===== config.mk =====
export PLATFORM = sky130hd
export DESIGN_NAME = dff_pipe
export DESIGN_NICKNAME = d
export VERILOG_FILES = /design/src/rtl/dff_pipe.sv
export SDC_FILE = /design/constraint.sdc
export NUM_CORES = 1
export LEC_CHECK = 0
export ABC_AREA = 1
export ABC_CLOCK_PERIOD_IN_PS = 3700
export CAP_MARGIN = 20
export CORE_ASPECT_RATIO = 2
export CORE_MARGIN = 2
export CORE_UTILIZATION = 56
export DETAILED_ROUTE_END_ITERATION = 10
export PLACE_DENSITY = 0.83
export SLEW_MARGIN = 20
export SYNTH_ARGS = -nofsm -noshare
export SYNTH_HDL_FRONTEND = slang
export SYNTH_SLANG_ARGS = --single-unit

===== constraint.sdc =====
create_clock -name clk -period 3.7 [get_ports clk]
set_clock_uncertainty 0.05 [all_clocks]
set_input_delay 0.74 -clock clk [delete_from_list [all_inputs] [get_ports clk]]
set_output_delay 0.74 -clock clk [all_outputs]
set_load 0.02 [all_outputs]

===== src/rtl/dff_pipe.sv =====
// dff_pipe: DEPTH-stage elastic register pipeline with valid/ready handshake and collapsing bubbles.
// Optional feature macro DFF_PIPE_PARITY_EN carries a parity bit per stage and flags output mismatches.

module dff_pipe_chk #(
  parameter int DEPTH = 4,
  parameter int OCC_W = 3
) (
  input  logic             clk,
  input  logic             rst_n,
  input  logic             en,
  input  logic [DEPTH-1:0] v,
  input  logic [OCC_W-1:0] occ,
  input  logic             in_ready,
  input  logic             out_valid
);
  // The occupancy counter is an incremental copy of the valid flags and must never drift from them.
  a_occ_pop: assert property (@(posedge clk) disable iff (!rst_n) int'(occ) == $countones(v));
  a_occ_max: assert property (@(posedge clk) disable iff (!rst_n) int'(occ) <= DEPTH);
  a_frozen:  assert property (@(posedge clk) disable iff (!rst_n) !en |-> (!in_ready && !out_valid));
endmodule

module dff_pipe #(
  parameter int WIDTH = 8,
  parameter int DEPTH = 4
) (
  input  logic                       clk,
  input  logic                       rst_n,
  input  logic                       clr,
  input  logic                       en,
  input  logic                       in_valid,
  input  logic [WIDTH-1:0]           in_data,
  input  logic                       in_par,
  output logic                       in_ready,
  output logic                       out_valid,
  output logic [WIDTH-1:0]           out_data,
  input  logic                       out_ready,
  output logic [$clog2(DEPTH+1)-1:0] occ,
  output logic                       par_err
);
  localparam int OCC_W = $clog2(DEPTH+1);
  localparam logic [OCC_W-1:0] OCC_ZERO = {OCC_W{1'b0}};
  localparam logic [OCC_W-1:0] OCC_ONE  = OCC_W'(1'b1);
  localparam logic [OCC_W-1:0] OCC_FULL = OCC_W'(DEPTH);

  logic [DEPTH-1:0] v_q;
  logic [DEPTH-1:0] v_d;
  logic [DEPTH-1:0] r_s;
  logic [WIDTH-1:0] d_q [DEPTH];
  logic [WIDTH-1:0] d_d [DEPTH];
  logic [OCC_W-1:0] occ_q;
  logic [OCC_W-1:0] occ_d;
  logic             flow_s;
  logic             in_xfer_s;
  logic             out_xfer_s;

  // A stage may advance when any stage at or downstream of it is empty, or the consumer pops.
  always_comb begin
    logic chain_s;
    chain_s = out_ready;
    r_s     = {DEPTH{1'b0}};
    for (int k = DEPTH - 1; k >= 0; k--) begin
      chain_s = chain_s | ~v_q[k];
      r_s[k]  = chain_s;
    end
  end

  assign flow_s     = en & ~clr;
  assign in_ready   = rst_n & flow_s & r_s[0];
  assign out_valid  = v_q[DEPTH-1] & en;
  assign out_data   = d_q[DEPTH-1];
  assign occ        = occ_q;
  assign in_xfer_s  = in_valid & in_ready;
  assign out_xfer_s = out_valid & out_ready;

  // Stage next-state: clear drops valids only, data registers keep their contents.
  always_comb begin
    v_d = v_q;
    d_d = d_q;
    if (clr) begin
      v_d = {DEPTH{1'b0}};
    end else if (en) begin
      if (r_s[0]) begin
        v_d[0] = in_valid;
        d_d[0] = in_data;
      end else begin
        v_d[0] = v_q[0];
        d_d[0] = d_q[0];
      end
      for (int k = 1; k < DEPTH; k++) begin
        if (r_s[k]) begin
          v_d[k] = v_q[k-1];
          d_d[k] = d_q[k-1];
        end else begin
          v_d[k] = v_q[k];
          d_d[k] = d_q[k];
        end
      end
    end else begin
      v_d = v_q;
      d_d = d_q;
    end
  end

  // Occupancy tracks handshakes rather than recounting the valid flags every cycle.
  always_comb begin
    occ_d = occ_q;
    if (clr) begin
      occ_d = OCC_ZERO;
    end else if (in_xfer_s && !out_xfer_s && (occ_q != OCC_FULL)) begin
      occ_d = occ_q + OCC_ONE;
    end else if (!in_xfer_s && out_xfer_s && (occ_q != OCC_ZERO)) begin
      occ_d = occ_q - OCC_ONE;
    end else begin
      occ_d = occ_q;
    end
  end

  // Stage and occupancy registers.
  always_ff @(posedge clk or negedge rst_n) begin
    if (!rst_n) begin
      v_q   <= {DEPTH{1'b0}};
      occ_q <= OCC_ZERO;
      for (int k = 0; k < DEPTH; k++) begin
        d_q[k] <= {WIDTH{1'b0}};
      end
    end else begin
      v_q   <= v_d;
      d_q   <= d_d;
      occ_q <= occ_d;
    end
  end

`ifdef DFF_PIPE_PARITY_EN
  logic [DEPTH-1:0] p_q;
  logic [DEPTH-1:0] p_d;

  function automatic logic even_par(input logic [WIDTH-1:0] w);
    return ^w;
  endfunction

  // Parity bits ride along with the data under exactly the same load conditions.
  always_comb begin
    p_d = p_q;
    if (clr) begin
      p_d = p_q;
    end else if (en) begin
      if (r_s[0]) begin
        p_d[0] = in_par;
      end else begin
        p_d[0] = p_q[0];
      end
      for (int k = 1; k < DEPTH; k++) begin
        if (r_s[k]) begin
          p_d[k] = p_q[k-1];
        end else begin
          p_d[k] = p_q[k];
        end
      end
    end else begin
      p_d = p_q;
    end
  end

  // Parity storage.
  always_ff @(posedge clk or negedge rst_n) begin
    if (!rst_n) begin
      p_q <= {DEPTH{1'b0}};
    end else begin
      p_q <= p_d;
    end
  end

  assign par_err = out_valid & (even_par(out_data) != p_q[DEPTH-1]);
`else
  logic unused_par_s;
  assign unused_par_s = in_par;
  assign par_err      = 1'b0;
`endif

  dff_pipe_chk #(
    .DEPTH (DEPTH),
    .OCC_W (OCC_W)
  ) u_chk (
    .clk       (clk),
    .rst_n     (rst_n),
    .en        (en),
    .v         (v_q),
    .occ       (occ_q),
    .in_ready  (in_ready),
    .out_valid (out_valid)
  );
endmodule


## Word level (Yosys, flattened, before mapping)

Cells that the tools add are included.

| storage, ports and cells | value |
|---|---|
| register bits after elaboration | 39 |
| output and inout bits | 14 |
| logic and storage cells | 57 |

| cells by class | value |
|---|---|
| eq/ne operators | 1 |
| muxes and demuxes | 9 |
| bitwise operators | 15 |
| reduce and logical (&&, ||, !) cells | 21 |
| $add $sub $neg | 2 |

Operators with widths:

| kind | number |
|---|---|
| 3-bit AND reduction | 4 |
| 2-bit nonzero test | 5 |
| 3-bit 2-to-1 mux | 3 |
| 4-bit 2-to-1 mux | 2 |
| 2-bit AND reduction | 4 |
| 1-bit AND | 6 |
| 3-bit nonzero test | 2 |
| 1-bit inverter | 5 |
| 1-bit logical AND | 4 |
| 1-bit 2-to-1 mux | 4 |
| 1-bit bitwise OR | 4 |
| 3-bit by 1-bit adder with 3-bit output, second input constant | 1 |
| 3-bit inequality test, second input constant | 1 |
| 3-bit by 1-bit subtractor with 3-bit output, second input constant | 1 |
| 1-bit logical NOT | 2 |

## Logic depth before layout (Yosys ltp)

| logic depth | value |
|---|---|
| depth after elaboration | 13 |
| mapped depth | 12 |
| mapped depth without buffers | 12 |

## Worst setup path before layout

No wires, ideal clock.

| path | value |
|---|---|
| path kind | in2out |
| start | input clr |
| end | output in_ready |
| path buffers | 0 |
| setup slack | 1596 ps |
| arrival | 1314 ps |
| cell stages on the path | 4 |
| path through | inv_2 > nand2_1 > nor2_2 > and2_1 |

| on the way | value |
|---|---|
| word-level cells in the longest chain between the ends | 4 |

Ends and longest elaborated chain:

| element | line | RTL |
|---|---|---|
| start, declared | 28 | `input logic clr,` |
| 1-bit inverter (no line) | n/a |  |
| 1-bit AND | 67 | `assign flow_s = en & ~clr;` |
| 1-bit AND (2 in a row) | 68 | `assign in_ready = rst_n & flow_s & r_s[0];` |
| end, declared | 33 | `output logic in_ready,` |

Every way passes these cells.

## Worst setup path in the final report

Same ends and word-level chain as after synthesis.

==> results.sh <==
export IMPL_cts_setup_buffers=0
export IMPL_cpPeakStageDelay_ns=0.59
export IMPL_finalWirelength_mm=2.96
export IMPL_netlist_area_leader_share_pct=55.3
export IMPL_rr_startpoint="v_q[3]"
export IMPL_h_tree_depth=2
export IMPL_crit_fanout=10
export IMPL_grt_pass1_wl_mm=5.29
export IMPL_die_w_um=43.7
export IMPL_crit_chain="clkdlybuf4s50_1 > inv_2 > nand2_1 > nor2_2 > and2_1 > clkdlybuf4s50_1"
export IMPL_die_height_um=83.4
export IMPL_overflow=0
export IMPL_final_cell_mix="dfrtp_1, nand2_1, clkdlybuf4s50_1, inv_1"
export IMPL_hold_viol_final=0
export IMPL_antenna_cells=0
export IMPL_synth_fp_nets=189
export IMPL_cts_root_buf="clkbuf_8"
export IMPL_tritoncts="built"
export IMPL_fin_crit_sh_pct=85.5
export IMPL_initial_core_util_pct=59.3
export IMPL_wl_per_cell_um=13.2
export IMPL_coreArea_sq_um=2980
export IMPL_clockBufferDepth=2
export IMPL_setup_tns_ns=0
export IMPL_worst_slew_pin_slew_ns=0.516
export IMPL_core_rowCount=28
export IMPL_power_density_nw_per_um2=555
export IMPL_hold_path_startpoint="d_q[19]"
export IMPL_p_leak_nw=0.991
export IMPL_yosysWarnings=0
export IMPL_final_common_cell="dfrtp_1"
export IMPL_yosysSeqAreaShare_pct=55.3
export IMPL_crit_arrival_ns=2.37
export IMPL_ios=29
export IMPL_ant_nets=0
export IMPL_first_pass_iters=4
export IMPL_synth_area_leaders="dfrtp_1, mux2_2, nand2_1, buf_4, inv_1"
export IMPL_syn_to_final_growth_pct=17.5
export IMPL_worst_path_max_delay_cell="clkdlybuf4s50_1"
export IMPL_drive_gt1_share_pct=17.9
export IMPL_final_nets=210
export IMPL_clk_pin_slew_ns=0.07
export IMPL_syn_area_sq_um=1770
export IMPL_cts_sinks=39
export IMPL_placed_area_sq_um=1960
export IMPL_drc_errors=0
export IMPL_crit_start="clr"
export IMPL_path_class="input port to primary output"
export IMPL_antenna_found_initial=0
export IMPL_synth_top_area_cell="dfrtp_1"
export IMPL_track_usage_pct=19.3
export IMPL_endpoint_kind="primary output"
export IMPL_clock_latency_ns=0.29
export IMPL_hold_buffers=0
export IMPL_crit_path_start_kind="input port"
export IMPL_finalWeightedCongestion=0.754
export IMPL_fillers=239
export IMPL_dp_hpwl_mm=2.30
export IMPL_path_delay_family="buffers and inverters"
export IMPL_cp_required_ns=2.91
export IMPL_numCtsBuffers=5
export IMPL_grt_pass1_vias=1272
export IMPL_path_buf_inv=3
export IMPL_design_area_sq_um=2070
export IMPL_synth_seq_cells=39
export IMPL_post_cts_resized=0
export IMPL_finalMaxSlewViolations=0
export IMPL_avgSynthCellArea_sq_um=10.2
export IMPL_ir_drop_v=0.000414
export IMPL_grt_max_degree=40
export IMPL_status="finished clean"
export IMPL_relSlewSlack_pct=65.6
export IMPL_hp_class="flip-flop to flip-flop"
export IMPL_rsz0062_at_grt="no"
export IMPL_drv_cap=0
export IMPL_crit_top_cell="clkdlybuf4s50_1"
export IMPL_io_buffers=26
export IMPL_setup_ws_ns=0.536
export IMPL_period_needed_ns=3.16
export IMPL_finalSetupViolCount=0
export IMPL_vias=1198
export IMPL_drtIter0Drc=24
export IMPL_fmax_mhz=316
export IMPL_synth_cells=173
export IMPL_place_ws_ns=0.554
export IMPL_yosysUniqueCellTypes=26
export IMPL_dieArea_sq_um=3640
export IMPL_viasPerCell=5.32
[worst register-to-register path, stage by stage (launching register included)]
cell,delay (ns)
dfrtp_1,0.38
inv_2,0.06
nor2_4,0.10
nand4_2,0.13
nand3_1,0.12
nor2_1,0.07
fa_1,0.39
xnor2_1,0.22
inv_1,0.06
nand2_1,0.07
nand2_1,0.06
nand2_1,0.06
nand2_1,0.05
[sequential cells by signal, summed over array words and instances, names as in the netlist]
register / count
occ: 3
d_q: 24
v_q: 4
out_data: 8
[synthesized netlist by cell type (all sizes together)]
cell type and instances:
dfrtp 39, nand2 29, inv 23, nor2 14, buf 13, mux2 13, o21ai 13, a21oi 11
nand3 7, nand4 4, o22ai 2, and2 1, conb 1, fa 1, o31ai 1, xnor2 1
[layer usage]
layer / routed length, um / vias up / global-route usage (%)
met5: 0 / - / 0
met4: 85 / 0 / 9.64
met3: 127 / 10 / 4.35
met2: 1680 / 31 / 35.3
met1: 1070 / 569 / 18.6
li1: - / 588 / -
[final timing paths]
path	to	slack [ns]	cells after the start
min in group asynchronous	out_data[3]	0.46	2
min reg2reg	d_q[19]	0.44	2
min	d_q[19]	0.44	2
max in group asynchronous	d_q[13]	2.81	2
max reg2reg	occ[2]	1.76	12
max	in_ready	0.54	6
[stage by stage]
step / utilization [%] / instances / total power (W) / hold slack, ns
after floorplan: - / 173 / 0.000730 / 0.388
after global placement: 65.7 / 217 / 0.000788 / 0.412
after detailed placement: 65.7 / 217 / 0.000808 / 0.428
after CTS: 69.7 / 225 / 0.00117 / 0.446
after global routing: 69.7 / 225 / 0.00122 / 0.476
final: 69.7 / 225 / 0.00115 / 0.443
[power by group]
part | leakage [nW] | internal (W) | total (W) | switching (W)
registers | 0.470 | 0.000504 | 0.000543 | 0.0000385
logic | 0.459 | 0.000126 | 0.000252 | 0.000126
clock network | 0.0612 | 0.000218 | 0.000357 | 0.000139
[cells by family after synthesis]
family / Yosys count / share of synthesized area, %
xor gates and xnor gates: 1 / 0.496
adders and majority gates: 1 / 1.13
and+or+nand+nor: 55 / 14.4
AOI/OAI and AO/OA: 27 / 8.93
other: 1 / 0.212
DFF: 39 / 55.3
buffers and inverters: 36 / 11.1
muxes: 13 / 8.50
[final cells by class]
cell class	instances	area [sq um]	share of cell area, %
Inverter	23	86.3	4.16
Tap cell	30	37.5	1.81
Clock buffer	6	82.6	3.98
Clock inverter	2	35.0	1.69
Multi-Input combinational cell	98	594	28.6
Timing Repair Buffer	27	263	12.7
Sequential cell	39	976	47.0
No activity file was read; power rests on OpenSTA's default activity.
